<file path="src/rtl/qspi_target_if.sv">
// Register-file side of the quad-SPI target: a strobed, byte-lane access bus.
// The target drives address/data/strobes; the register file returns read data.
interface qspi_target_if #(
    parameter int AWIDTH = 8
);
    logic [AWIDTH-1:0] reg_addr;
    logic [31:0]       reg_wdata;
    logic [3:0]        reg_be;
    logic              reg_we;
    logic              reg_re;
    logic [31:0]       reg_rdata;

    modport master (output reg_addr, reg_wdata, reg_be, reg_we, reg_re, input reg_rdata);
    modport slave  (input reg_addr, reg_wdata, reg_be, reg_we, reg_re, output reg_rdata);
endinterface

</file>
<file path="src/rtl/qspi_target.sv">
// Quad-SPI target: decodes command/address/data frames from the pads and issues
// single-cycle register-file strobes in the clk domain; read data returns on CIPO.
//
// state | meaning
// IDLE  | waiting for CS_N to fall
// CMD   | shifting in the command byte
// ADDR  | shifting in the address byte, frame validated on its last nibble
// WDATA | shifting in 2N write-data nibbles
// RTURN | dummy byte while read data is fetched, CIPO driven 0
// RDATA | driving 2N read-data nibbles, one per SCK fall
// DRAIN | frame done or rejected, SCK ignored until CS_N rises
module qspi_target #(
    parameter int AWIDTH = 8,
    parameter int DWIDTH = 32
) (
    input  logic          clk,
    input  logic          rst_n,
    input  logic          CS_N,
    input  logic          SCK,
    input  logic [3:0]    COPI,
    output logic [3:0]    CIPO,
    output logic          cipo_oe,
    output logic          frame_err,
    qspi_target_if.master bus
);
    typedef enum logic [2:0] {IDLE, CMD, ADDR, WDATA, RTURN, RDATA, DRAIN} state_t;
    state_t state, state_nxt;

    logic [1:0]      cs_sync, sck_sync;
    logic [1:0][3:0] copi_sync;
    logic            cs_q, sck_q;
    logic            cs_s, sck_s;
    logic [3:0]      copi_s;
    logic            cs_fall, sck_rise, sck_fall;

    logic [7:0]        cmd, addr, addr_in;
    logic [3:0]        cnt, last_nib;
    logic [DWIDTH-1:0] shreg, wsh_in;
    logic [1:0]        size;
    logic [2:0]        rd_shift;
    logic              re_d, frame_ok;
    logic              do_write, do_read, bad;

    function automatic logic [7:0] align(input logic [7:0] a, input logic [1:0] sz);
        case (sz)
            2'd1:    return {a[7:1], 1'b0};
            2'd2:    return {a[7:2], 2'b00};
            default: return a;
        endcase
    endfunction

    function automatic logic [3:0] lanes(input logic [1:0] lane, input logic [1:0] sz);
        case (sz)
            2'd0:    return 4'b0001 << lane;
            2'd1:    return 4'b0011 << lane;
            default: return 4'b1111;
        endcase
    endfunction

    assign cs_s     = cs_sync[1];
    assign sck_s    = sck_sync[1];
    assign copi_s   = copi_sync[1];
    assign cs_fall  = !cs_s && cs_q;
    assign sck_rise = sck_s && !sck_q;
    assign sck_fall = !sck_s && sck_q;

    assign size     = cmd[1:0];
    assign addr_in  = {addr[3:0], copi_s};
    assign wsh_in   = {shreg[DWIDTH-5:0], copi_s};
    assign last_nib = (4'd2 << size) - 4'd1;
    // selected read lanes are moved to the top so they shift out MSB first
    assign rd_shift = 3'd4 - (3'd1 << size) - {1'b0, addr[1:0]};
    assign frame_ok = (cmd[6:2] == 5'd0) && (size != 2'd3) &&
                      !(size == 2'd1 && addr_in[0]) &&
                      !(size == 2'd2 && addr_in[1:0] != 2'd0);
    assign cipo_oe  = (state == RTURN) || (state == RDATA);

    always_ff @(posedge clk or negedge rst_n) begin
        if (!rst_n) state <= IDLE;
        else        state <= state_nxt;
    end

    always_comb begin
        state_nxt = state;
        do_write  = 1'b0;
        do_read   = 1'b0;
        bad       = 1'b0;
        if (state != IDLE && cs_s) begin
            state_nxt = IDLE;
        end else begin
            case (state)
                IDLE:  if (cs_fall) state_nxt = CMD;
                CMD:   if (sck_rise && cnt == 4'd1) state_nxt = ADDR;
                ADDR:  if (sck_rise && cnt == 4'd1) begin
                           if (!frame_ok) begin
                               bad       = 1'b1;
                               state_nxt = DRAIN;
                           end else if (cmd[7]) begin
                               do_read   = 1'b1;
                               state_nxt = RTURN;
                           end else begin
                               state_nxt = WDATA;
                           end
                       end
                WDATA: if (sck_rise && cnt == last_nib) begin
                           do_write  = 1'b1;
                           state_nxt = DRAIN;
                       end
                RTURN: if (sck_fall && cnt == 4'd2) state_nxt = RDATA;
                RDATA: if (sck_fall && cnt == last_nib) state_nxt = DRAIN;
                default: ;
            endcase
        end
    end

    always_ff @(posedge clk or negedge rst_n) begin
        if (!rst_n) begin
            cs_sync   <= '0;
            sck_sync  <= '0;
            copi_sync <= '0;
            cs_q      <= 1'b0;
            sck_q     <= 1'b0;
        end else begin
            cs_sync   <= {cs_sync[0], CS_N};
            sck_sync  <= {sck_sync[0], SCK};
            copi_sync <= {copi_sync[0], COPI};
            cs_q      <= cs_s;
            sck_q     <= sck_s;
        end
    end

    always_ff @(posedge clk or negedge rst_n) begin
        if (!rst_n) begin
            cmd           <= '0;
            addr          <= '0;
            cnt           <= '0;
            shreg         <= '0;
            re_d          <= 1'b0;
            CIPO          <= '0;
            frame_err     <= 1'b0;
            bus.reg_addr  <= '0;
            bus.reg_wdata <= '0;
            bus.reg_be    <= '0;
            bus.reg_we    <= 1'b0;
            bus.reg_re    <= 1'b0;
        end else begin
            bus.reg_we <= do_write;
            bus.reg_re <= do_read;
            frame_err  <= bad;
            re_d       <= bus.reg_re;

            if (state_nxt != state)
                cnt <= '0;
            else if (sck_rise && (state == CMD || state == ADDR || state == WDATA || state == RTURN))
                cnt <= cnt + 4'd1;
            else if (sck_fall && state == RDATA)
                cnt <= cnt + 4'd1;

            if (state == CMD && sck_rise)   cmd   <= {cmd[3:0], copi_s};
            if (state == ADDR && sck_rise)  addr  <= addr_in;
            if (state == WDATA && sck_rise) shreg <= wsh_in;
            if (re_d)                       shreg <= bus.reg_rdata << {rd_shift, 3'b000};

            if (do_write) begin
                bus.reg_addr  <= AWIDTH'(align(addr, size));
                bus.reg_be    <= lanes(addr[1:0], size);
                bus.reg_wdata <= wsh_in << {addr[1:0], 3'b000};
            end
            if (do_read) begin
                bus.reg_addr <= AWIDTH'(align(addr_in, size));
                bus.reg_be   <= lanes(addr_in[1:0], size);
            end

            if ((state == RTURN && state_nxt == RDATA) ||
                (state == RDATA && state_nxt == RDATA && sck_fall)) begin
                CIPO  <= shreg[DWIDTH-1 -: 4];
                shreg <= shreg << 4;
            end else if (state_nxt != RDATA) begin
                CIPO <= '0;
            end

            if (state == IDLE && state_nxt == CMD) shreg <= '0;
        end
    end
endmodule

</file>
<file path="src/flat_wrapper.sv">
// flat-port wrapper written by rule: the top's interface ports become plain ports
module qspi_target_flat 
#(
    parameter int AWIDTH = 8,
    parameter int DWIDTH = 32
)
  (clk, rst_n, CS_N, SCK, COPI, CIPO, cipo_oe, frame_err, bus_reg_addr, bus_reg_wdata, bus_reg_be, bus_reg_we, bus_reg_re, bus_reg_rdata);
  qspi_target_if #(.AWIDTH(AWIDTH)) bus_i ();
  input  logic clk;
  input  logic rst_n;
  input  logic CS_N;
  input  logic SCK;
  input  logic [3:0] COPI;
  output logic [3:0] CIPO;
  output logic cipo_oe;
  output logic frame_err;
  output wire logic [$bits(bus_i.reg_addr)-1:0] bus_reg_addr;
  output wire logic [$bits(bus_i.reg_wdata)-1:0] bus_reg_wdata;
  output wire logic [$bits(bus_i.reg_be)-1:0] bus_reg_be;
  output wire logic [$bits(bus_i.reg_we)-1:0] bus_reg_we;
  output wire logic [$bits(bus_i.reg_re)-1:0] bus_reg_re;
  input wire logic [$bits(bus_i.reg_rdata)-1:0] bus_reg_rdata;
  assign bus_reg_addr = bus_i.reg_addr;
  assign bus_reg_wdata = bus_i.reg_wdata;
  assign bus_reg_be = bus_i.reg_be;
  assign bus_reg_we = bus_i.reg_we;
  assign bus_reg_re = bus_i.reg_re;
  assign bus_i.reg_rdata = bus_reg_rdata;
  qspi_target #(.AWIDTH(AWIDTH), .DWIDTH(DWIDTH)) u_core (.clk(clk), .rst_n(rst_n), .CS_N(CS_N), .SCK(SCK), .COPI(COPI), .CIPO(CIPO), .cipo_oe(cipo_oe), .frame_err(frame_err), .bus(bus_i));
endmodule
</file>
<file path="config.mk">
export PLATFORM = sky130hd
export DESIGN_NAME = qspi_target_flat
export DESIGN_NICKNAME = d
export VERILOG_FILES = /design/src/rtl/qspi_target_if.sv /design/src/rtl/qspi_target.sv /design/src/flat_wrapper.sv
export SDC_FILE = /design/constraint.sdc
export NUM_CORES = 1
export LEC_CHECK = 0
export BUFFER_PORTS_ARGS = -buffer_cell sky130_fd_sc_hd__buf_4
export CAP_MARGIN = 10
export CORE_MARGIN = 1
export CORE_UTILIZATION = 59
export CTS_BUF_LIST = sky130_fd_sc_hd__clkbuf_4 sky130_fd_sc_hd__clkbuf_8
export DETAILED_ROUTE_END_ITERATION = 10
export GPL_TIMING_DRIVEN = 0
export HOLD_SLACK_MARGIN = 0.05
export PLACE_DENSITY = 0.82
export SKIP_CTS_REPAIR_TIMING = 1
export SLEW_MARGIN = 20
export SYNTH_ARGS = -nofsm -noshare
export SYNTH_HDL_FRONTEND = slang
export SYNTH_SLANG_ARGS = --single-unit
</file>
<file path="constraint.sdc">
create_clock -name clk -period 4.1 [get_ports clk]
set_input_delay 0.615 -clock clk [delete_from_list [all_inputs] [get_ports clk]]
set_output_delay 0.615 -clock clk [all_outputs]
set_load 0.01 [all_outputs]
</file>
Word level (Yosys, flattened, before mapping)
Index checks and enable logic that the tools add are counted.
{ "classes": {"n_eq_ne": 15, "reduce_logical": 41, "muxes": 39, "add_sub_neg": 4, "shift": 8} }
{ "ops": {"columns": ["operator", "n"], "rows": [
  ["32-bit 2-to-1 mux", 4],
  ["32-bit by 5-bit left shift with 32-bit output", 1],
  ["32-bit by 6-bit left shift with 32-bit output", 1],
  ["4-bit 2-to-1 mux", 7],
  ["3-bit 2-to-1 mux", 9],
  ["1-bit logical AND", 22],
  ["3-bit case mux with 6 select lines", 1],
  ["8-bit 2-to-1 mux", 2],
  ["4-bit case mux with 2 select lines", 2],
  ["1-bit 2-to-1 mux", 12],
  ["2-bit by 2-bit left shift with 4-bit output (first input constant)", 3],
  ["3-bit equality test (second input constant)", 3],
  ["2-bit case mux with 2 select lines", 2],
  ["1-bit by 2-bit left shift with 4-bit output (first input constant)", 2],
  ["3-bit by 1-bit equality test with 1-bit output (second input constant)", 2],
  ["3-bit by 2-bit equality test with 1-bit output (second input constant)", 2],
  ["2-bit nonzero test", 3],
  ["3-bit nonzero test", 2],
  ["1-bit zero test", 5],
  ["5-bit zero test", 1],
  ["1-bit logical OR", 5],
  ["4-bit by 1-bit adder with 4-bit output (second input constant)", 1],
  ["4-bit by 1-bit equality test with 1-bit output (second input constant)", 1],
  ["4-bit by 2-bit equality test with 1-bit output (second input constant)", 1],
  ["other kinds (13)", 13]
]} }
{ "word_totals": {"out_inout_bits": 52, "in_bits": 40, "register_bits": 121, "word_cells": 126} }

Depth between registers and ports, before layout
Gate-level depths: netlist of run 1.
{ "logic_depth": {"word_depth": 15, "ltp_mapped": 12, "mapped_depth_nobuf": 11} }

Least setup slack after synthesis of run 1
No wires, ideal clock.
{ "synth_timing": {"path_type": "register to register", "start": "register u_core.cmd[1]", "end": "register u_core.shreg[3]", "setup_time_ns": 0.072, "path_stages_with_launch": 12, "path_buffers": 2, "path_slack_ns": 1.120, "required_ns": 4.028, "arrival_ns": 2.908, "synth_period_minus_slack_ns": 2.980, "cell_sequence": "dfrtp_1 inv_1 ha_1 ha_1 inv_1 ha_1 clkbuf_1 clkbuf_1 nor4b_1 o2bb2ai_1 o21ai_0 nor2_1"} }
{ "synth_between": {"elab_chain_cells": 15, "elab_cells_between_ends": 36, "classes_between": "3 x add/sub; 6 x eq/ne; 3 x shift; 9 x mux; 15 x reduce/logical"} }
{ "synth_lines": {"columns": ["item", "line", "rtl"], "rows": [
  ["start: declaration", "qspi_target.sv:36", "logic [7:0] cmd, addr, addr_in;"],
  ["start signal: assignment", "qspi_target.sv:159", "if (state == CMD && sck_rise) cmd <= {cmd[3:0], copi_s};"],
  ["branches (longest 15 deep; another with 4-bit by 1-bit subtractor with 4-bit output)", null, null],
  ["end signal: assignment", "qspi_target.sv:161", "if (state == WDATA && sck_rise) shreg <= wsh_in;"],
  ["end signal: assignment", "qspi_target.sv:162", "if (re_d) shreg <= bus.reg_rdata << {rd_shift, 3'b000};"],
  ["end signal: assignment", "qspi_target.sv:177", "shreg <= shreg << 4;"],
  ["end: declaration", "qspi_target.sv:38", "logic [DWIDTH-1:0] shreg, wsh_in;"]
]} }
Parallel ways; which one is timed is not known.
A chain may end at the register's enable or synchronous reset.

Final worst setup path of run 1
{ "layout_timing": {"start": "register u_core.cmd[1]", "end": "register u_core.bus.reg_addr[1]"} }
{ "layout_between": {"elab_chain_cells": 10, "elab_cells_between_ends": 26, "classes_between": "1 x add/sub; 4 x eq/ne; 1 x shift; 11 x mux; 9 x reduce/logical"} }
{ "layout_lines": {"columns": ["item", "line", "rtl"], "rows": [
  ["branches (longest 10 deep; another with 4-bit by 1-bit subtractor with 4-bit output)", null, null],
  ["end signal: assignment", "qspi_target.sv:165", "bus.reg_addr <= AWIDTH'(align(addr, size));"],
  ["end signal: assignment", "qspi_target.sv:170", "bus.reg_addr <= AWIDTH'(align(addr_in, size));"],
  ["end: declaration", "qspi_target_if.sv:13", "modport master (output reg_addr, reg_wdata, reg_be, reg_we, reg_re, input reg_rdata);"]
]} }
Parallel ways; which one is timed is not known. The select of a mux whose other input is x is not followed.

==> results of run 1 <==
cells in the mapped netlist, drive strengths merged (3+ instances only):
library cell	number	area (µm²)
nor3	16	80.1
o2bb2ai	4	35.0
nor2	57	214
dfrtp	121	3030
a31oi	35	219
or3	17	106
nand4	13	93.8
a211oi	8	60.1
nor2b	15	93.8
xor2	3	26.3
mux2i	38	380
o21ai	46	230
nor3b	5	47.5
buf	8	51.3
nand2	67	251
clkbuf	46	173
inv	14	52.6
mux2	22	248
a21oi	39	195
o211ai	9	67.6
xnor2	5	43.8
ha	12	150
a21o	9	67.6
o31ai	29	231
nand2b	4	25.0
nand3	17	90.1
placed cells by master, fill, tap and decap left out, types with 5 or more instances in the layout:
master,n
dfrtp_1,121
buf_4,90
nand2_1,67
nor2_1,57
clkbuf_1,46
o21ai_0,45
a21oi_1,39
mux2i_1,38
a31oi_1,35
o31ai_1,28
mux2_2,21
or3_1,17
clkbuf_8,17
nor3_1,16
nand3_1,16
nor2b_1,15
inv_1,14
ha_1,12
nand4_1,11
a21o_1,9
o211ai_1,9
a211oi_1,8
buf_2,5
xnor2_1,5
clkbuf_4,5
flip-flops by register name, summed over array words and instances (netlist names):
register and cells:
u_core.CIPO 4, u_core.addr 8, u_core.bus.reg_addr 8, u_core.bus.reg_be 4
u_core.bus.reg_re 1, u_core.bus.reg_wdata 32, u_core.bus.reg_we 1, u_core.cmd 8
u_core.cnt 4, u_core.copi_s 4, u_core.copi_sync 4, u_core.cs_q 1
u_core.cs_sync 2, u_core.frame_err 1, u_core.re_d 1, u_core.sck_q 1
u_core.sck_sync 2, u_core.shreg 32, u_core.state 3
kinds of logic after synthesis:
logic type,after synthesis,share of synthesized area (%)
adders and majority gates,12,2.29
xor gates and xnor gates,8,1.07
AOI/OAI and AO/OA,198,19.9
buffers and inverters,68,4.22
muxes,60,9.59
DFF,121,46.2
and+or+nand+nor,222,16.7
stage by stage:
| stage | instances | instance area, µm² | total power (µW) | hold WS (ps) | setup WS [ps] |
|---|---|---|---|---|---|
| floorplan | 689 | 6550 | 2680 | 319 | 1120 |
| global placement | 920 | 7410 | 3140 | 334 | 461 |
| detailed placement | 921 | 7450 | 3190 | 339 | 605 |
| CTS | 952 | 7850 | 4270 | 151 | 544 |
| global route | 952 | 7850 | 4520 | 152 | 122 |
| finish | 952 | 7850 | 4290 | 140 | 420 |
routing by layer:
metal  GRT usage (%)  wire length [µm]  vias up
met5               0                 0        -
met4            16.3               713        0
met3            7.02              1500       59
met2            56.2              9180      317
met1            46.3              7700     2942
li1                -                 -     2735
final cells by class:
| class | count | area (µm²) |
|---|---|---|
| well taps | 140 | 175 |
| inverters | 14 | 52.6 |
| fillers | 825 | 3000 |
| clock inverters | 9 | 125 |
| clock buffers | 22 | 272 |
| repair buffers | 92 | 714 |
| multi-input cells | 500 | 3250 |
| flip-flops and latches | 121 | 3030 |
| plain buffers | 54 | 224 |
worst paths after layout:
path	slack, ps	from	endpoint	cells past startpoint
worst max-delay path	420	u_core.cmd[1]$_DFFE_PN0P_	u_core.bus.reg_addr[1]$_DFFE_PN0P_	11
worst min-delay path	140	rst_n	u_core.cnt[3]$_DFFE_PN0P_	1
worst max register to register	420	u_core.cmd[1]$_DFFE_PN0P_	u_core.bus.reg_addr[1]$_DFFE_PN0P_	11
worst min register to register	350	u_core.copi_sync[3]$_DFF_PN0_	u_core.copi_s[3]$_DFF_PN0_	0
max in group asynchronous	3230	rst_n	u_core.shreg[17]$_DFFE_PN0P_	2
min in group clk	280	COPI[2]	u_core.copi_sync[2]$_DFF_PN0_	1
power groups by stage:
stage	clock, µW	combinational, µW	sequential, µW
finish	1080	1830	1380
global route	1150	1990	1390
CTS	1090	1810	1370
detailed placement	0	1800	1400
global placement	0	1750	1390
floorplan	0	1310	1360
==> results.txt, run 1 <==
Vias in the first global route: 5925
Root Buffer: clkbuf_8
Post-synthesis sequential area ratio: 46.2%
Worst-path maximum fanout: 10
Slowest-stage cell, CP: nor3_1
Combinational fraction of design power: 42.7%
Hold Crit Class: input pin to async pin
Worst skew pair latency: 440 ps
H-tree depth: 4
FMAX: 272 MHz
Crit-path max cell delay: 910 ps
Max Slew Vio Count: 0
Min Tclk post-route: 3680 ps
Worst vdd ir: 0.000580 V
Mean Syn Cell Area: 9.51 µm²
Element type at the critical path end: flip-flop
Vias per cell: 6.36
Setup TNS: 0 ps
Asr flop ratio synth: 100%
YS warnings: 0
CTS tree: built
Synthesized netlist cell count: 689
GP Congestion: 0.980
Post-synth cell types: 60
Synth Flop Type: dfrtp_1
Switching Fraction: 40.1%
Worst path top cell family by delay: simple AND/OR/NAND/NOR gates
DR WL/cell: 20.1 µm
Crit path kind: flip-flop to flip-flop
All-Layer GR Usage: 35.2%
Bufs and invs on worst path: 3
Antenna diodes: 0
Internal cell power: 2570 µW
Starting Density: 60.4%
P_sw: 1720 µW
CTS Buf Count: 17
Via count: 6053
Flop pwr share: 32.1%
Worst rel slew slack: 32.4%
Die area: 0.0115 mm²
Fin util: 72.4%
Area grow syn2layout: 19.7%
EDFF count, synth: 0
Post-DRT Antenna Nets: 0
Clock buffer depth: 2
CP arrival: 3980 ps
Hold Violations, Final: 0
Status: finished clean
Final cycle utilization of the critical path: 89.8%
Post-synthesis cell area: 0.00655 mm²
Worst setup SP type: flip-flop
Yosys reg bits: 121
Largest net degree at the start of global routing: 66
Clock power share: 25.2%
Io pins: 92
# port buffers: 91
CP required: 4400 ps
Iteration-0 DRC Markers: 684
Net count after synthesis: 741
First-pass GRT wire length: 30800 µm
Core ar.: 0.0108 mm²
RSZ-0062 raised after global routing: no
Initial antenna violation count: 0
Setup-failing EPs final: 0
Clock sink count: 121
Horiz. Die Dim: 107 µm
Site Rows: 38
WL final: 19100 µm
Nets@finish: 852
Worst-Margin Slew: 1010 ps
Die H: 107 µm
Share of layout cells above drive strength 1: 20.4%
Clock transition at the registers of the reported paths: 70 ps
Power per cell area: 547 mW/mm²
Max Cap Viol: 0
Cell Chain, Critical Path: inv_1, ha_1, inv_1, ha_1, xor2_1, nand4_1, nor3_1, clkbuf_1, nand2_1, o211ai_1, o21ai_0
Clk_skew: 10.5 ps
Grt total ovfl: 0
Drt pass-1 iters: 5
Leak Pwr: 0.00367 µW
HPWL after DPL: 13900 µm
Residual DRC: 0
(Power assumes the default switching activity.)
==> inputs of run 2 (changes only) <==
- clock period: 4.1 -> 3.9 ns (I/O delays scaled with it)
==> run 2 against run 1 <==
Compared with the run above: clock power rose by 6%; critical path depth did not move; maximum frequency rose by 1.1%.
==> results.txt, run 2 (same netlist as run 1, synthesis figures left out) <==
Clk_skew: 9.51 ps (-1.02 ps)
Hold Violations, Final: 0 (unchanged)
Crit-path max cell delay: 440 ps (-470 ps)
Worst vdd ir: 0.000613 V (+5.8%)
Site Rows: 38 (unchanged)
Crit path kind: flip-flop to flip-flop
Worst path top cell family by delay: compound AO/OA/AOI/OAI gates
Highest routed layer: met4
Cell Chain, Critical Path: inv_1, ha_1, inv_1, ha_1, xor2_1, nand4_1, o2111a_2, o31ai_4, nand4_2, clkbuf_1, a31oi_1
Clock buffer depth: 2 (unchanged)
Grt total ovfl: 0 (unchanged)
Worst-Margin Slew: 771 ps (-235 ps)
HPWL after DPL: 13900 µm (unchanged)
Setup-failing EPs final: 0 (unchanged)
Share of layout cells above drive strength 1: 20.6% (+0.12 points)
Initial antenna violation count: 0 (unchanged)
Most frequent cells in the layout: 121 x dfrtp_1, 90 x buf_4, 67 x nand2_1
Max Cap Viol: 0 (unchanged)
Power per cell area: 575 mW/mm² (+5.2%)
Vias per cell: 6.36 (about the same)
Die area: 0.0115 mm² (unchanged)
Slowest-stage cell, CP: dfrtp_1
Area grow syn2layout: 19.8% (about the same)
RSZ-0062 raised after global routing: no
Leak Pwr: 0.00367 µW (about the same)
CP arrival: 3980 ps (about the same)
Clock sink count: 121 (unchanged)
Io pins: 92 (unchanged)
Largest regs: u_core.bus.reg_wdata: 32 flops, u_core.shreg: 32 flops
Largest net degree at the start of global routing: 66 (unchanged)
Max Slew Vio Count: 0 (unchanged)
Antenna diodes: 0 (unchanged)
Iteration-0 DRC Markers: 581 (-15%)
All-Layer GR Usage: 35.2% (unchanged)
Post-DRT Antenna Nets: 0 (unchanged)
Min Hold Slack: 108 ps (-31.4 ps)
Met1 Routed Length: 7810 µm (+1.4%)
Min Tclk post-route: 3640 ps (-39.9 ps)
Core ar.: 0.0108 mm² (unchanged)
Worst skew pair latency: 440 ps (about the same)
Met2 wire length: 9140 µm (-0.46%)
Final cycle utilization of the critical path: 93.3% (+3.6 points)
Vias in the first global route: 5925 (unchanged)
H-tree depth: 4 (unchanged)
# port buffers: 91 (unchanged)
Die H: 107 µm (unchanged)
Horiz. Die Dim: 107 µm (unchanged)
Worst rel slew slack: 48.6% (+16 points)
Nets@finish: 852 (unchanged)
Element type at the critical path end: flip-flop
CP required: 4240 ps (-160 ps)
Starting Density: 60.4% (unchanged)
Residual DRC: 0 (unchanged)
Status: finished clean
Worst setup SP type: flip-flop
CTS Buf Count: 17 (unchanged)
Pre-CTS WS: 405 ps (-200 ps)
Root Buffer: clkbuf_8
DR WL/cell: 20.1 µm (+0.24%)
Fin util: 72.4% (about the same)
Hold Crit Class: input pin to async pin
Final worst slack: 260 ps (-160 ps)
Commonest non-fill, non-tap cell in the layout: dfrtp_1
Worst-path maximum fanout: 10 (unchanged)
CTS tree: built
Setup TNS: 0 ps (unchanged)
First-pass GRT wire length: 30800 µm (unchanged)
DR WL met3: 1470 µm (-1.9%)
GP Congestion: 0.980 (unchanged)
Clock transition at the registers of the reported paths: 70 ps (about the same)
WL final: 19100 µm (+0.24%)
FMAX: 275 MHz (+1.1%)
Drt pass-1 iters: 5 (unchanged)
Via count: 6051 (-0.033%)
Bufs and invs on worst path: 3 (unchanged)
[run 2: changes by cell type in the layout (fill, tap and decap cells not counted)]
cell,before,now
nor3_1,16,15
nor3_2,0,1
[run 2: metal layers]
layer	GRT usage, %	up-vias
met3	7.02	60
met5	0	-
met2	56.2	332
met1	46.3	2916
li1	-	2743
met4	16.3	0
[run 2: through the flow]
step / cell area (µm²) / total power [µW] / instances
2_1_floorplan: 6550 / 2820 / 689
3_3_place_gp: 7410 / 3300 / 920
3_5_place_dp: 7450 / 3360 / 921
4_1_cts: 7850 / 4490 / 952
5_1_grt: 7850 / 4750 / 952
6_report: 7850 / 4520 / 952
[run 2: final timing paths]
kind | startpoint | endpoint | slack [ps] | cells past startpoint
min | rst_n | u_core.cnt[3]$_DFFE_PN0P_ | 110 | 1
min reg2reg | u_core.sck_sync[0]$_DFF_PN0_ | u_core.sck_sync[1]$_DFF_PN0_ | 350 | 0
max reg2reg | u_core.cmd[1]$_DFFE_PN0P_ | u_core.shreg[11]$_DFFE_PN0P_ | 260 | 11
max | u_core.cmd[1]$_DFFE_PN0P_ | u_core.shreg[11]$_DFFE_PN0P_ | 260 | 11
min in group clk | COPI[2] | u_core.copi_sync[2]$_DFF_PN0_ | 250 | 1
max in group asynchronous | rst_n | u_core.shreg[17]$_DFFE_PN0P_ | 3070 | 2
[run 2: layout make-up]
cell class	count	area (µm²)
clock inverter	9	125
multi-input combinational	500	3260
fill	825	2990
clock buffer	22	272
sequential	121	3030
inverter	14	52.6
tap	140	175
timing repair buffer	92	714
buffer	54	224
[run 2: worst register-to-register path, delay by kind of cell, from the launching register on]
kind,cells,cell delay (ps)
AO/OA/AOI/OAI,3,1020
adder cells (fa/ha/maj),2,680
AND/OR/NAND/NOR,2,660
buffers and inverters,3,540
flip-flops,1,440
XOR/XNOR,1,210
[run 2: power breakdown]
group | switching (µW) | internal (µW) | total, µW
registers | 100 | 1350 | 1450
logic | 1230 | 694 | 1930
clock network | 482 | 658 | 1140
total | 1820 | 2700 | 4520
